`config.mk`:
```
export PLATFORM = sky130hd
export DESIGN_NAME = score_display_mux
export DESIGN_NICKNAME = d
export VERILOG_FILES = /design/src/rtl/seg7_pkg.sv /design/src/rtl/bin2bcd_seq.sv /design/src/rtl/score_display_mux.sv
export SDC_FILE = /design/constraint.sdc
export NUM_CORES = 1
export LEC_CHECK = 0
export CAP_MARGIN = 0
export CORE_UTILIZATION = 55
export DETAILED_ROUTE_END_ITERATION = 16
export DONT_BUFFER_PORTS = 1
export GPL_TIMING_DRIVEN = 0
export PLACE_DENSITY = 0.76
export SETUP_SLACK_MARGIN = 0.4
export SLEW_MARGIN = 10
export SYNTH_ARGS = -nofsm -noshare
export SYNTH_HDL_FRONTEND = slang
export SYNTH_SLANG_ARGS = --single-unit
```
`constraint.sdc`:
```
create_clock -name clk -period 2.91 [get_ports clk]
set_input_delay 0.873 -clock clk [delete_from_list [all_inputs] [get_ports clk]]
set_output_delay 0.873 -clock clk [all_outputs]
set_load 0.005 [all_outputs]
```
`src/rtl/seg7_pkg.sv`:
```
`default_nettype none
// ============================================================================
// Module      : seg7_pkg
// Description : Shared seven-segment definitions for the score display.
//               Holds the active-low glyph table ({g,f,e,d,c,b,a}), the dash
//               and all-off patterns, and a helper that sizes the BCD scratch
//               for a binary input of a given width.
// Revision    : 1.0 - initial release
// ============================================================================
package seg7_pkg;

    localparam logic [6:0] SEG_DIGIT [0:9] = '{
        7'b1000000,     // 0
        7'b1111001,     // 1
        7'b0100100,     // 2
        7'b0110000,     // 3
        7'b0011001,     // 4
        7'b0010010,     // 5
        7'b0000010,     // 6
        7'b1111000,     // 7
        7'b0000000,     // 8
        7'b0010000      // 9
    };

    localparam logic [6:0] SEG_DASH = 7'b0111111;
    localparam logic [6:0] SEG_OFF  = 7'b1111111;

    // Number of BCD nibbles needed for a score_w-bit value:
    // ceil(score_w * log10(2)) + 1. log10(2) is approximated as 0.30103; the
    // product is never an integer, so the integer ceiling is exact in range.
    function automatic int bcd_digits(input int score_w);
        return ((score_w * 30103) + 99999) / 100000 + 1;
    endfunction

endpackage
`default_nettype wire

```
`src/rtl/bin2bcd_seq.sv`:
```
`default_nettype none
// ============================================================================
// Module      : bin2bcd_seq
// Description : Sequential double-dabble converter. One binary bit is shifted
//               in per cycle, so a conversion takes SCORE_W busy cycles.
// Ports       : clk      - clock
//               clr      - synchronous active-high reset (aborts conversion)
//               i_start  - start request, honoured only while idle
//               i_bin    - binary value captured on an accepted start
//               o_busy   - conversion in progress
//               o_done   - one-cycle pulse after the final shift
//               o_bcd    - BCD result, NDIG nibbles, stable while idle
// Revision    : 1.0 - initial release
// ============================================================================
module bin2bcd_seq
    import seg7_pkg::*;
#(
    parameter int SCORE_W = 10,
    parameter int NDIG    = bcd_digits(SCORE_W)
) (
    input  logic                clk,
    input  logic                clr,
    input  logic                i_start,
    input  logic [SCORE_W-1:0]  i_bin,
    output logic                o_busy,
    output logic                o_done,
    output logic [4*NDIG-1:0]   o_bcd
);

    localparam int c_CNT_W = (SCORE_W > 1) ? $clog2(SCORE_W) : 1;
    localparam logic [c_CNT_W-1:0] c_CNT_LAST = c_CNT_W'(SCORE_W - 1);

    localparam logic [0:0] c_ST_IDLE = 1'b0;
    localparam logic [0:0] c_ST_CONV = 1'b1;

    logic [0:0]          r_state;
    logic [0:0]          w_state_nxt;
    logic [c_CNT_W-1:0]  r_cnt;
    logic [SCORE_W-1:0]  r_bin;
    logic [4*NDIG-1:0]   r_scratch;
    logic                r_done;
    logic [4*NDIG-1:0]   w_adj;
    logic [4*NDIG-1:0]   w_shifted;

    // State register
    always_ff @(posedge clk) begin
        if (clr) begin
            r_state <= c_ST_IDLE;
        end else begin
            r_state <= w_state_nxt;
        end
    end

    // Next-state logic
    always_comb begin
        w_state_nxt = r_state;
        case (r_state)
            c_ST_IDLE: if (i_start)              w_state_nxt = c_ST_CONV;
            c_ST_CONV: if (r_cnt == c_CNT_LAST)  w_state_nxt = c_ST_IDLE;
            default:                             w_state_nxt = c_ST_IDLE;
        endcase
    end

    // Add-3 correction on every nibble >= 5, then shift in the next binary MSB
    always_comb begin
        w_adj = '0;
        for (int k = 0; k < NDIG; k++) begin
            if (r_scratch[4*k +: 4] >= 4'd5) begin
                w_adj[4*k +: 4] = r_scratch[4*k +: 4] + 4'd3;
            end else begin
                w_adj[4*k +: 4] = r_scratch[4*k +: 4];
            end
        end
        w_shifted = {w_adj[4*NDIG-2:0], r_bin[SCORE_W-1]};
    end

    always_ff @(posedge clk) begin
        if (clr) begin
            r_cnt     <= '0;
            r_bin     <= '0;
            r_scratch <= '0;
            r_done    <= 1'b0;
        end else begin
            r_done <= 1'b0;
            if ((r_state == c_ST_IDLE) && i_start) begin
                r_bin     <= i_bin;
                r_scratch <= '0;
                r_cnt     <= '0;
            end else if (r_state == c_ST_CONV) begin
                r_scratch <= w_shifted;
                r_bin     <= r_bin << 1;
                r_cnt     <= r_cnt + c_CNT_W'(1);
                if (r_cnt == c_CNT_LAST) begin
                    r_done <= 1'b1;
                end
            end
        end
    end

    assign o_busy = (r_state == c_ST_CONV);
    assign o_done = r_done;
    assign o_bcd  = r_scratch;

endmodule
`default_nettype wire

```
`src/rtl/score_display_mux.sv`:
```
`default_nettype none
// ============================================================================
// Module      : score_display_mux
// Description : Selects one of two binary scores, converts it to BCD with a
//               sequential double-dabble engine and time-multiplexes it onto
//               NUM_DIGITS active-low seven-segment digits, with leading-zero
//               blanking, overflow dashes and whole-display blink.
// Ports       : clk      - clock
//               clr      - synchronous active-high reset
//               score_a  - current score
//               score_b  - highest score
//               sel_b    - 1 selects score_b, sampled with load
//               load     - one-cycle request to convert and display
//               blank_lz - enable leading-zero blanking
//               blink_en - enable whole-display blinking
//               seg      - segments {g,f,e,d,c,b,a}, active-low
//               an       - digit anodes, active-low, bit 0 = least significant
//               dp       - decimal point, always off
//               busy     - conversion in progress
//               done     - one-cycle pulse when the displayed value updates
//               ovf      - value does not fit in NUM_DIGITS digits
// Revision    : 1.0 - initial release
// ============================================================================
module score_display_mux
    import seg7_pkg::*;
#(
    parameter int NUM_DIGITS  = 4,
    parameter int SCORE_W     = 10,
    parameter int REFRESH_DIV = 100000,
    parameter int BLINK_DIV   = 25000000
) (
    input  logic                   clk,
    input  logic                   clr,
    input  logic [SCORE_W-1:0]     score_a,
    input  logic [SCORE_W-1:0]     score_b,
    input  logic                   sel_b,
    input  logic                   load,
    input  logic                   blank_lz,
    input  logic                   blink_en,
    output logic [6:0]             seg,
    output logic [NUM_DIGITS-1:0]  an,
    output logic                   dp,
    output logic                   busy,
    output logic                   done,
    output logic                   ovf
);

    localparam int c_BCD_DIG = bcd_digits(SCORE_W);
    localparam int c_REF_W   = $clog2(REFRESH_DIV);
    localparam int c_BLK_W   = (BLINK_DIV > 1) ? $clog2(BLINK_DIV) : 1;
    localparam int c_IDX_W   = (NUM_DIGITS > 1) ? $clog2(NUM_DIGITS) : 1;

    localparam logic [c_REF_W-1:0] c_REF_LAST = c_REF_W'(REFRESH_DIV - 1);
    localparam logic [c_BLK_W-1:0] c_BLK_LAST = c_BLK_W'(BLINK_DIV - 1);
    localparam logic [c_IDX_W-1:0] c_IDX_LAST = c_IDX_W'(NUM_DIGITS - 1);

    // Converter interface
    logic                     w_start;
    logic [SCORE_W-1:0]       w_sel_score;
    logic                     w_conv_busy;
    logic                     w_conv_done;
    logic [4*c_BCD_DIG-1:0]   w_bcd;
    logic [4*NUM_DIGITS-1:0]  w_bcd_low;
    logic                     w_bcd_ovf;

    // Display state
    logic [4*NUM_DIGITS-1:0]  r_disp;
    logic                     r_ovf;
    logic                     r_done;
    logic [c_REF_W-1:0]       r_refresh;
    logic [c_IDX_W-1:0]       r_idx;
    logic [c_BLK_W-1:0]       r_blk_cnt;
    logic                     r_blk_off;
    logic [NUM_DIGITS-1:0]    r_an;
    logic [6:0]               r_seg;

    // Next-cycle scan values
    logic                     w_ref_wrap;
    logic [c_IDX_W-1:0]       w_idx_nxt;
    logic                     w_blk_off_nxt;
    logic [NUM_DIGITS-1:0]    w_zero_from;
    logic                     w_run_zero;
    logic [3:0]               w_nib;
    logic                     w_sel_zero;
    logic                     w_blank;
    logic [NUM_DIGITS-1:0]    w_an_nxt;
    logic [6:0]               w_seg_nxt;

    // Only an idle converter accepts a request; a load while busy is dropped.
    assign w_start     = load & ~w_conv_busy;
    assign w_sel_score = sel_b ? score_b : score_a;

    bin2bcd_seq #(
        .SCORE_W (SCORE_W),
        .NDIG    (c_BCD_DIG)
    ) u_bin2bcd (
        .clk     (clk),
        .clr     (clr),
        .i_start (w_start),
        .i_bin   (w_sel_score),
        .o_busy  (w_conv_busy),
        .o_done  (w_conv_done),
        .o_bcd   (w_bcd)
    );

    // Split the converter result into the displayed digits and the overflow
    // nibbles; a narrow score on a wide display simply zero-extends.
    generate
        if (c_BCD_DIG > NUM_DIGITS) begin : g_ovf_chk
            assign w_bcd_low = w_bcd[4*NUM_DIGITS-1:0];
            assign w_bcd_ovf = |w_bcd[4*c_BCD_DIG-1:4*NUM_DIGITS];
        end else begin : g_no_ovf
            always_comb begin
                w_bcd_low = '0;
                w_bcd_low[4*c_BCD_DIG-1:0] = w_bcd;
            end
            assign w_bcd_ovf = 1'b0;
        end
    endgenerate

    // Scan and blink next-state. an/seg are registered from these next values
    // so the anode and its segments change on the same edge as the slot.
    always_comb begin
        w_ref_wrap = (r_refresh == c_REF_LAST);
        w_idx_nxt  = r_idx;
        if (w_ref_wrap) begin
            w_idx_nxt = (r_idx == c_IDX_LAST) ? '0 : r_idx + c_IDX_W'(1);
        end

        w_blk_off_nxt = r_blk_off;
        if (!blink_en) begin
            w_blk_off_nxt = 1'b0;
        end else if (r_blk_cnt == c_BLK_LAST) begin
            w_blk_off_nxt = ~r_blk_off;
        end
    end

    // w_zero_from[k]: digit k and every digit above it are zero
    always_comb begin
        w_zero_from = '0;
        w_run_zero  = 1'b1;
        for (int k = NUM_DIGITS - 1; k >= 0; k--) begin
            w_run_zero     = w_run_zero & (r_disp[4*k +: 4] == 4'd0);
            w_zero_from[k] = w_run_zero;
        end
    end

    always_comb begin
        w_nib      = 4'd0;
        w_sel_zero = 1'b0;
        for (int k = 0; k < NUM_DIGITS; k++) begin
            if (w_idx_nxt == c_IDX_W'(k)) begin
                w_nib      = r_disp[4*k +: 4];
                w_sel_zero = w_zero_from[k];
            end
        end

        // Digit 0 always shows; overflow dashes are never blanked.
        w_blank = blank_lz & ~r_ovf & (w_idx_nxt != '0) & w_sel_zero;

        w_an_nxt = '1;
        if (!w_blk_off_nxt && !w_blank) begin
            for (int k = 0; k < NUM_DIGITS; k++) begin
                if (w_idx_nxt == c_IDX_W'(k)) begin
                    w_an_nxt[k] = 1'b0;
                end
            end
        end

        if (r_ovf) begin
            w_seg_nxt = SEG_DASH;
        end else if (w_nib <= 4'd9) begin
            w_seg_nxt = SEG_DIGIT[w_nib];
        end else begin
            w_seg_nxt = SEG_OFF;
        end
    end

    always_ff @(posedge clk) begin
        if (clr) begin
            r_disp    <= '0;
            r_ovf     <= 1'b0;
            r_done    <= 1'b0;
            r_refresh <= '0;
            r_idx     <= '0;
            r_blk_cnt <= '0;
            r_blk_off <= 1'b0;
            r_an      <= '1;
            r_seg     <= SEG_OFF;
        end else begin
            // The display register only ever takes a finished conversion.
            r_done <= w_conv_done;
            if (w_conv_done) begin
                r_disp <= w_bcd_low;
                r_ovf  <= w_bcd_ovf;
            end

            r_refresh <= w_ref_wrap ? '0 : r_refresh + c_REF_W'(1);
            r_idx     <= w_idx_nxt;

            if (!blink_en) begin
                r_blk_cnt <= '0;
            end else begin
                r_blk_cnt <= (r_blk_cnt == c_BLK_LAST) ? '0 : r_blk_cnt + c_BLK_W'(1);
            end
            r_blk_off <= w_blk_off_nxt;

            r_an  <= w_an_nxt;
            r_seg <= w_seg_nxt;
        end
    end

    assign seg  = r_seg;
    assign an   = r_an;
    assign dp   = 1'b1;
    assign busy = w_conv_busy;
    assign done = r_done;
    assign ovf  = r_ovf;

endmodule
`default_nettype wire

```
### Yosys cells after proc, flatten, opt, wreduce, memory -nomap -nowiden

Memories as Yosys holds them, arrays and structs flattened.
Cells that the tools add are included.

* $add $sub $neg: 9
* magnitude comparators: 7
* equality and inequality tests: 7
* muxes and demuxes: 32
* bitwise logic cells: 14
* reduce and logical (&&, ||, !) cells: 18

Operators by type and width (number)
* 2-to-1 mux 4 bit: 8
* 2-to-1 mux 10 bit: 3
* 2-to-1 mux 7 bit: 4
* adder 25 x 1 -> 25 bit (second input constant): 1
* == test 25 bit (second input constant): 1
* >= comparator 4 x 3 -> 1 bit (second input constant): 5
* adder 17 x 1 -> 17 bit (second input constant): 1
* == test 17 bit (second input constant): 1
* adder 4 x 2 -> 4 bit (second input constant): 4
* logical NOT 4 bit: 4
* 2-to-1 mux 1 bit: 13
* OR reduction 3 bit: 3
* AND 1 bit: 7
* == test 2 bit (second input constant): 3
* inverter 1 bit: 6
* OR reduction 2 bit: 3
* >= comparator 5 bit (second input constant): 1
* inverter 4 -> 5 bit: 1
* adder 4 x 1 -> 4 bit (second input constant): 1
* == test 4 bit (second input constant): 1
* less-or-equal comparator 4 bit (second input constant): 1
* 2-to-1 mux 2 bit: 2
* nonzero test 2 bit: 2
* OR reduction 4 bit: 1
* 8 further kinds: 10

* flip-flop bits (word level): 110
* bits in read-only memories: 112
* bits of input ports: 26
* output and inout bits: 15
* word-level logic and storage cells: 103
* memories kept: 1

Memories
* (name not given): depth 16, bits a word 7, rd ports 1, clocked after memory_dff 0, wr ports 0, line score_display_mux.sv:173 `w_seg_nxt = SEG_DIGIT[w_nib];`

### Logic depth before layout (Yosys ltp)

Gate-level depths: netlist of run 1.

* depth after elaboration: 14
* mapped depth: 15
* mapped depth without buffers: 14

### Modules after synthesis

Synthesis of run 1 repeated with hierarchy kept, for this count alone.

* cell total of the unflattened synthesis: 567
* area, all modules: 5225.0 um^2

Modules (own cells, without submodules)
* score_display_mux: times used 1, cells an instance 356, area each 3399.5 um^2
* bin2bcd_seq: times used 1, cells an instance 211, area each 1825.5 um^2

### Worst setup path after synthesis of run 1

No wires, ideal clock.

* path kind: reg-to-reg
* from: register r_refresh[0]
* to: register r_seg[3], in the netlist seg[3]
* data arrival time: 3021 ps
* required time: 2782 ps
* setup slack: -238 ps
* cell stages (with the launch flop): 15
* clock period less this slack: 3148 ps
* cells stage by stage: dfxtp_1 -> ha_1 -> and4_4 -> and4_4 -> mux2i_4 -> buf_8 -> mux2i_1 -> mux2i_1 -> ha_1 -> nor2_1 -> o21ai_0 -> mux2i_1 -> mux2_2 -> a311oi_2 -> o21ai_1

* word-level cells in the longest chain between the ends: 11
* elaborated cells on any way between the ends: 17
* those cells by class: 1 x order compare; 4 x eq/ne; 7 x mux; 2 x bitwise; 2 x reduce/logical; 1 x memory

Ends and longest elaborated chain
* start, declared: line score_display_mux.sv:70 `logic [c_REF_W-1:0] r_refresh;`
* start signal, assigned: line score_display_mux.sv:198 `r_refresh <= w_ref_wrap ? '0 : r_refresh + c_REF_W'(1);`
* == test 17 bit *: line score_display_mux.sv:124 `w_ref_wrap = (r_refresh == c_REF_LAST);`
* 2-to-1 mux 2 bit *: line score_display_mux.sv:126 `if (w_ref_wrap) begin`
* logical NOT 2 bit: line score_display_mux.sv:152 `if (w_idx_nxt == c_IDX_W'(k)) begin`
* 2-to-1 mux 4 bit (3 in series): line score_display_mux.sv:152
* 2-to-1 mux 4 bit *: line score_display_mux.sv:152
* inverter 4 -> 5 bit (not written as such): line score_display_mux.sv:173
* memory (16 x 7 bit)
* 2-to-1 mux 7 bit (not written as such) (2 in series): line score_display_mux.sv:173
* end signal, assigned: line score_display_mux.sv:209 `r_seg <= w_seg_nxt;`
* end, declared: line score_display_mux.sv:75 `logic [6:0] r_seg;`

Every way passes the cells marked *; elsewhere a longest branch is shown, timed or not. The select of a mux whose other input is x is not followed.
A chain may end at the register's enable or synchronous reset.

### Worst setup path in the final report of run 1

* from: register r_refresh[0]
* to: register r_seg[6], in the netlist seg[6]

* word-level cells in the longest chain between the ends: 13
* elaborated cells on any way between the ends: 17
* those cells by class: 1 x order compare; 4 x eq/ne; 9 x mux; 1 x bitwise; 1 x reduce/logical; 1 x memory

Ends and longest elaborated chain
* == test 17 bit *: line score_display_mux.sv:124
* 2-to-1 mux 2 bit *: line score_display_mux.sv:126
* logical NOT 2 bit: line score_display_mux.sv:152
* 2-to-1 mux 4 bit (3 in series): line score_display_mux.sv:152
* 2-to-1 mux 4 bit *: line score_display_mux.sv:152
* inverter 4 -> 5 bit (not written as such): line score_display_mux.sv:173
* memory (16 x 7 bit)
* 2-to-1 mux 7 bit (not written as such) (2 in series): line score_display_mux.sv:173
* 2-to-1 mux 7 bit *: line score_display_mux.sv:172 `end else if (w_nib <= 4'd9) begin`
* 2-to-1 mux 7 bit *: line score_display_mux.sv:170 `if (r_ovf) begin`

Marks and branches as above.

==> results.json, run 1 <==
{
  "grt-ovfl-total": 0,
  "arrival_ps": 3370,
  "status": "complete, but fails checks",
  "drv_slew": 0,
  "drt-initial-drc-count": 259,
  "crit_path_start_kind": "flop",
  "end_kind": "flop",
  "synthFlopType": "dfxtp_1",
  "firstDrtPassIters": 5,
  "routed_via_density": 5.70,
  "fmax_mhz": 319,
  "max_stage_delay_ps": 360,
  "cts_buffers": 9,
  "crit_required_ps": 3140,
  "final_cell_area_mm2": 0.00594,
  "netlist_area_mm2": 0.00514,
  "fin_skew_ps": 9.90,
  "grtUsageTotal": 0.234,
  "synth_edf_count": 0,
  "worstSetupPathType": "flop to flop",
  "ctsHtreeMaxLevel": 3,
  "ctsHoldBuffers": 0,
  "synth.yosys.warnings": 0,
  "min-delay-path-class": "flop to flop",
  "rsz0062_at_grt": "true",
  "worst_slew_pin_slew_ps": 786,
  "io_buffer_count": 0,
  "cts.sinks": 110,
  "finalWeightedCongestion": 0.887,
  "finalCriticalPeriod_ps": 3130,
  "synth_nets": 630,
  "yosys.area.top_type": "dfxtp_1",
  "wl_per_cell_um": 15.4,
  "ir_drop_mv": 0.309,
  "leakage_uw": 0.00224,
  "dieArea_mm2": 0.00974,
  "clockRootBuffer": "clkbuf_8",
  "antenna_left": 0,
  "clock_path_buffers": 2,
  "die_x_um": 98.7,
  "place_hpwl_mm": 7.30,
  "postSynthAreaPerCell_um2": 8.82,
  "async_flop_share": 0,
  "violations": "negative setup slack",
  "grt_pass1_vias": 4004,
  "synth.distinct_cells": 49,
  "setup_violations": 6,
  "max-cap-violations": 0,
  "syn_inst": 583,
  "synthTopCellsByArea": "dfxtp_1 43%, nor2_1 8.9%, mux2i_1 8.8%, xor2_1 5.6%, ha_1 5.1%",
  "synth_top_area_share": 0.428,
  "clock_latency_ps": 360,
  "grt_pass1_wl_mm": 18.5,
  "critical_path_peak_fanout": 5,
  "antenna_found_initial": 1,
  "critPathSlowestCell": "dfxtp_2",
  "clkTransAtPathRegs_ps": 100,
  "setup_tns_ps": -876,
  "ys_ff_latch": 110,
  "fp-row-count": 34,
  "ys_seq_area_frac": 0.428,
  "drc_errors": 0,
  "fin_ws_ps": -221,
  "fin_crit_sh": 1.08,
  "grt_max_degree": 18,
  "hold_violations": 0,
  "area.growth.synth_to_final_pct": 15.5,
  "start_util": 0.578,
  "num_vias": 4221,
  "wl_mm": 11.4,
  "io-pin-count": 41,
  "drive_above_1_share": 0.150,
  "finalNetCount": 675,
  "place_area_mm2": 0.00530,
  "power_density_mw_per_mm2": 428,
  "antenna_cells": 0,
  "die_y_um": 98.7,
  "cts_tree": "built",
  "slew_headroom": 0.471,
  "crit_chain": "ha_4, and4_4, and4_4, mux2i_4, buf_6, mux2i_2, mux2_4, ha_4, nor2_4, o21ai_2, mux2i_1, mux2_4, buf_6, a21oi_4, o41ai_2",
  "core_area_mm2": 0.00889
}
[layer usage]
metal  GRT usage  up-vias  wire [um]
met5           0        -          0
met4      0.0700        0        169
met3      0.0574       20        653
met2       0.376      121       5430
met1       0.313     2017       5190
li1            -     2063          -
[power by group]
part / switching (uW) / leakage (uW) / internal, uW
Combinational: 91.1 / 0.00125 / 50.7
Clock: 501 / 0.0000913 / 357
Sequential: 16.3 / 0.000895 / 1530
[cell usage after synthesis, types with 2 or more instances]
master    number
or2_2          2
buf_1          7
and3_1         4
nor3_1         8
and4_1         3
or3_1          3
nor4_1         4
a211oi_1      11
xor2_1        33
nand4_1       10
or4_1          2
clkbuf_1      16
nand2_1       28
o21ai_0       21
nor2_1       122
o21ai_1        2
mux2i_1       45
nand3_1       20
nor4bb_1       2
nand2b_1       6
xnor2_1       16
and4_4         2
a32oi_1        2
dfxtp_1      110
ha_1          21
inv_1         21
a21o_1         2
mux2_2         4
a21oi_1       36
[per-stage QoR]
| stage | power, uW | util | cells | setup WS, ps | hold slack (ps) |
|---|---|---|---|---|---|
| finish | 2540 | 0.668 | 741 | -221 | 485 |
| global route | 2650 | 0.668 | 741 | -316 | 503 |
| CTS | 2560 | 0.654 | 734 | -189 | 485 |
| detailed placement | 1710 | 0.596 | 691 | -534 | 451 |
| global placement | 1710 | 0.596 | 691 | -462 | 439 |
| floorplan | 1680 | - | 583 | -79.5 | 426 |
[placed cells by master, fill, tap and decap left out, types with 2 or more instances in the layout]
master      count
mux2i_2         2
nor4_1          4
mux2i_4         5
mux2i_1        40
and4_1          3
or4_1           2
clkbuf_1       15
clkinv_2        2
o21ai_2         4
buf_1           7
mux2_4          3
nor3_1          8
dfxtp_1       104
xor2_1         33
buf_6           6
a211oi_1       11
and3_1          4
xnor2_1        16
nor2_4          2
ha_4            4
and4_4          2
nand3_1        20
dfxtp_4         2
nor2_1        120
inv_1          20
a21oi_1        34
nand2_1        28
clkinvlp_4      2
dfxtp_2         4
clkbuf_8       11
or3_1           3
nand4_1        10
nand2b_1        6
ha_1           17
o21ai_1         3
a21o_1          2
buf_4          30
o21ai_0        16
or2_2           2
[what timing repair did]
action | CTS | global route
setup endpoints to repair | 7 | 12
buffers inserted | 27 | 7
resized for setup | 27 | 19
pin swaps | 9 | 10
[logic make-up (layout without fill, tap and decap cells)]
logic type	after synthesis	after routing	synth area share
simple gates	227	227	0.208
flops	110	110	0.428
compound gates	77	77	0.0876
mux	51	51	0.103
xor+xnor	49	49	0.0835
buf+inv	47	97	0.0375
fa+ha+maj	21	21	0.0511
other cells	1	1	0.000730
[path summary, 6_finish.rpt]
kind                      end               start  cells after the start  slack [ps]
max                    seg[6]        r_refresh[0]                     15        -220
min          u_bin2bcd.o_done  u_bin2bcd.r_cnt[3]                      2         490
max reg2reg            seg[6]        r_refresh[0]                     15        -220
min reg2reg  u_bin2bcd.o_done  u_bin2bcd.r_cnt[3]                      2         490
[sequential cells by signal, indices dropped and copies added, names as in the netlist, 2 cells and up]
signal,cells
r_disp,16
u_bin2bcd.o_bcd,20
u_bin2bcd.r_cnt,4
r_refresh,17
u_bin2bcd.r_bin,10
an,4
r_idx,2
seg,7
r_blk_cnt,25
[worst max-delay path: cells and delay by family, from the launching register on]
| family | cells | cell delay, ps |
|---|---|---|
| flip-flops | 1 | 360 |
| AO/OA/AOI/OAI | 3 | 360 |
| multiplexers | 5 | 1150 |
| adder cells (fa/ha/maj) | 2 | 290 |
| AND/OR/NAND/NOR | 3 | 530 |
| buffers and inverters | 2 | 300 |
[cell type report]
class / count / area, um2
fill: 674 / 2950
multi-input combinational: 426 / 2930
sequential: 110 / 2210
timing repair buffer: 34 / 274
clock buffer: 11 / 151
tap: 108 / 135
buffer: 26 / 121
inverter: 21 / 78.8
clock inverter: 5 / 33.8
No activity file was read; power rests on OpenSTA's default activity.
==> inputs of run 2 (changes only) <==
CELL_PAD_IN_SITES_DETAIL_PLACEMENT = 0   (was default)
CELL_PAD_IN_SITES_GLOBAL_PLACEMENT = 1   (was default)
CORE_UTILIZATION = 44   (was 55)
PLACE_DENSITY = 0.79   (was 0.76)
==> run 2 against run 1 <==
The run still ends with negative setup slack left. Critical endpoint is now seg[3]. Count of clock-buffer cells in the layout decreased by 2. Highest routed layer unchanged. Worst hold slack got worse by 24 ps. First-iteration DRC count decreased by 51%. Clock skew decreased by 4.3 ps.
==> results.json, run 2 (synthesis results as in run 1) <==
{
  "status": "complete, but fails checks",
  "violations": "negative setup slack",
  "drv_slew": 0,
  "fp-row-count": 39,
  "place_hpwl_mm": 7.58,
  "path_common_cell": "mux2i_4",
  "max_stage_delay_ps": 360,
  "critical_path_peak_fanout": 5,
  "arrival_ps": 3280,
  "critical_path.top_delay_family": "multiplexers",
  "grt_max_degree": 19,
  "grt-ovfl-total": 0,
  "max-cap-violations": 0,
  "cp_num_buf_inv": 2,
  "slew_headroom": 0.555,
  "antenna_found_initial": 0,
  "finalNetCount": 662,
  "reg2reg_from": "r_refresh[0]",
  "stdcell_count": 763,
  "area.growth.synth_to_final_pct": 14.9,
  "ctsHoldBuffers": 0,
  "io_buffer_count": 0,
  "drt-initial-drc-count": 128,
  "power_density_mw_per_mm2": 479,
  "fin_ws_ps": -138,
  "top_register": "r_blk_cnt",
  "ir_drop_mv": 0.558,
  "min-delay-path-class": "flop to flop",
  "cts_tree": "built",
  "drc_errors": 0,
  "die_x_um": 110,
  "grt_pass1_vias": 3776,
  "leakage_uw": 0.00220,
  "worst_slew_pin_slew_ps": 668,
  "rrSetupSlack_ps": -140,
  "antenna_cells": 0,
  "final_common_cell": "nor2_1",
  "crit_chain": "ha_4, and4_4, and4_4, mux2i_4, buf_8, mux2i_4, mux2i_4, inv_2, ha_4, nor2_4, o21ai_1, mux2i_1, mux2_4, a311oi_2, o21ai_1",
  "routed_via_density": 5.16,
  "dp_cells": 726,
  "clock_latency_ps": 350,
  "clockRootBuffer": "clkbuf_16",
  "clock_path_buffers": 2,
  "dieArea_mm2": 0.0121,
  "fmax_mhz": 328,
  "fin_crit_sh": 1.05,
  "final_cell_area_mm2": 0.00591,
  "finalCriticalPeriod_ps": 3050,
  "setup_violations": 3,
  "die_y_um": 110,
  "place_ws_ps": -489,
  "rsz0062_at_grt": "true",
  "final_cell_mix": "120 x nor2_1, 103 x dfxtp_1, 41 x mux2i_1, 36 x a21oi_1, 33 x xor2_1",
  "final_util": 0.517,
  "startpoint": "r_refresh[0]",
  "cts.sinks": 110,
  "end_kind": "flop",
  "hold_violations": 0,
  "critPathSlowestCell": "dfxtp_2",
  "io-pin-count": 41,
  "worstSetupPathType": "flop to flop",
  "crit_path_start_kind": "flop",
  "holdCritStartpoint": "r_blk_cnt[0]",
  "start_util": 0.450,
  "clkTransAtPathRegs_ps": 70,
  "fin_skew_ps": 5.64,
  "finalWeightedCongestion": 0.823,
  "crit_required_ps": 3140,
  "drive_above_1_share": 0.129,
  "wl_mm": 10.8,
  "place_area_mm2": 0.00534,
  "firstDrtPassIters": 6,
  "grt_pass1_wl_mm": 18.0,
  "largest_register_ffs": 25,
  "power_uw": 2830,
  "ctsHtreeMaxLevel": 3,
  "grtUsageTotal": 0.193,
  "antenna_left": 0,
  "cts_buffers": 9,
  "num_vias": 3936,
  "core_area_mm2": 0.0114,
  "wl_per_cell_um": 14.1
}
[run 2: cell types whose count changed in the layout (fill, tap and decap cells not counted), moves of 3 or more]
cell	delta
clkbuf_8	-11
dfxtp_2	+3
clkbuf_16	+9
buf_6	-5
buf_4	-8
[run 2: layer usage]
metal  vias up  global-route usage  wire [um]
li1       2039                   -          -
met1      1848               0.242       5230
met2        37               0.318       5020
met3        12              0.0464        335
met4         0              0.0733        162
met5         -                   0          0
[run 2: per-stage QoR]
stage / TNS, ps / hold WS, ps
after floorplan: -177 / 426
after global placement: -1670 / 443
after detailed placement: -1780 / 446
after CTS: -293 / 468
after global routing: -680 / 511
final: -328 / 462
[run 2: cell type report]
type,count,area (um2)
tap,143,179
buffer,26,116
timing repair buffer,21,161
clock inverter,7,47.5
inverter,21,78.8
fill,1067,5510
sequential,110,2210
clock buffer,9,225
multi-input combinational,426,2890
[run 2: report_power, final]
group / internal [uW] / switching [uW] / total, uW / leakage, uW
clock: 582 / 561 / 1140 / 0.000132
combinational: 49.8 / 88.8 / 139 / 0.00117
sequential: 1530 / 16.3 / 1550 / 0.000895
[run 2: repair_timing]
item	4_1_cts	5_1_grt
pin swaps	9	5
endpoints found under the setup margin	7	8
resized for setup	25	6
setup buffers	19	2
[run 2: path summary, 6_finish.rpt]
kind,to,cells past startpoint
max reg2reg,seg[3],15
min,r_blk_cnt[0],1
min reg2reg,r_blk_cnt[0],1
max,seg[3],15
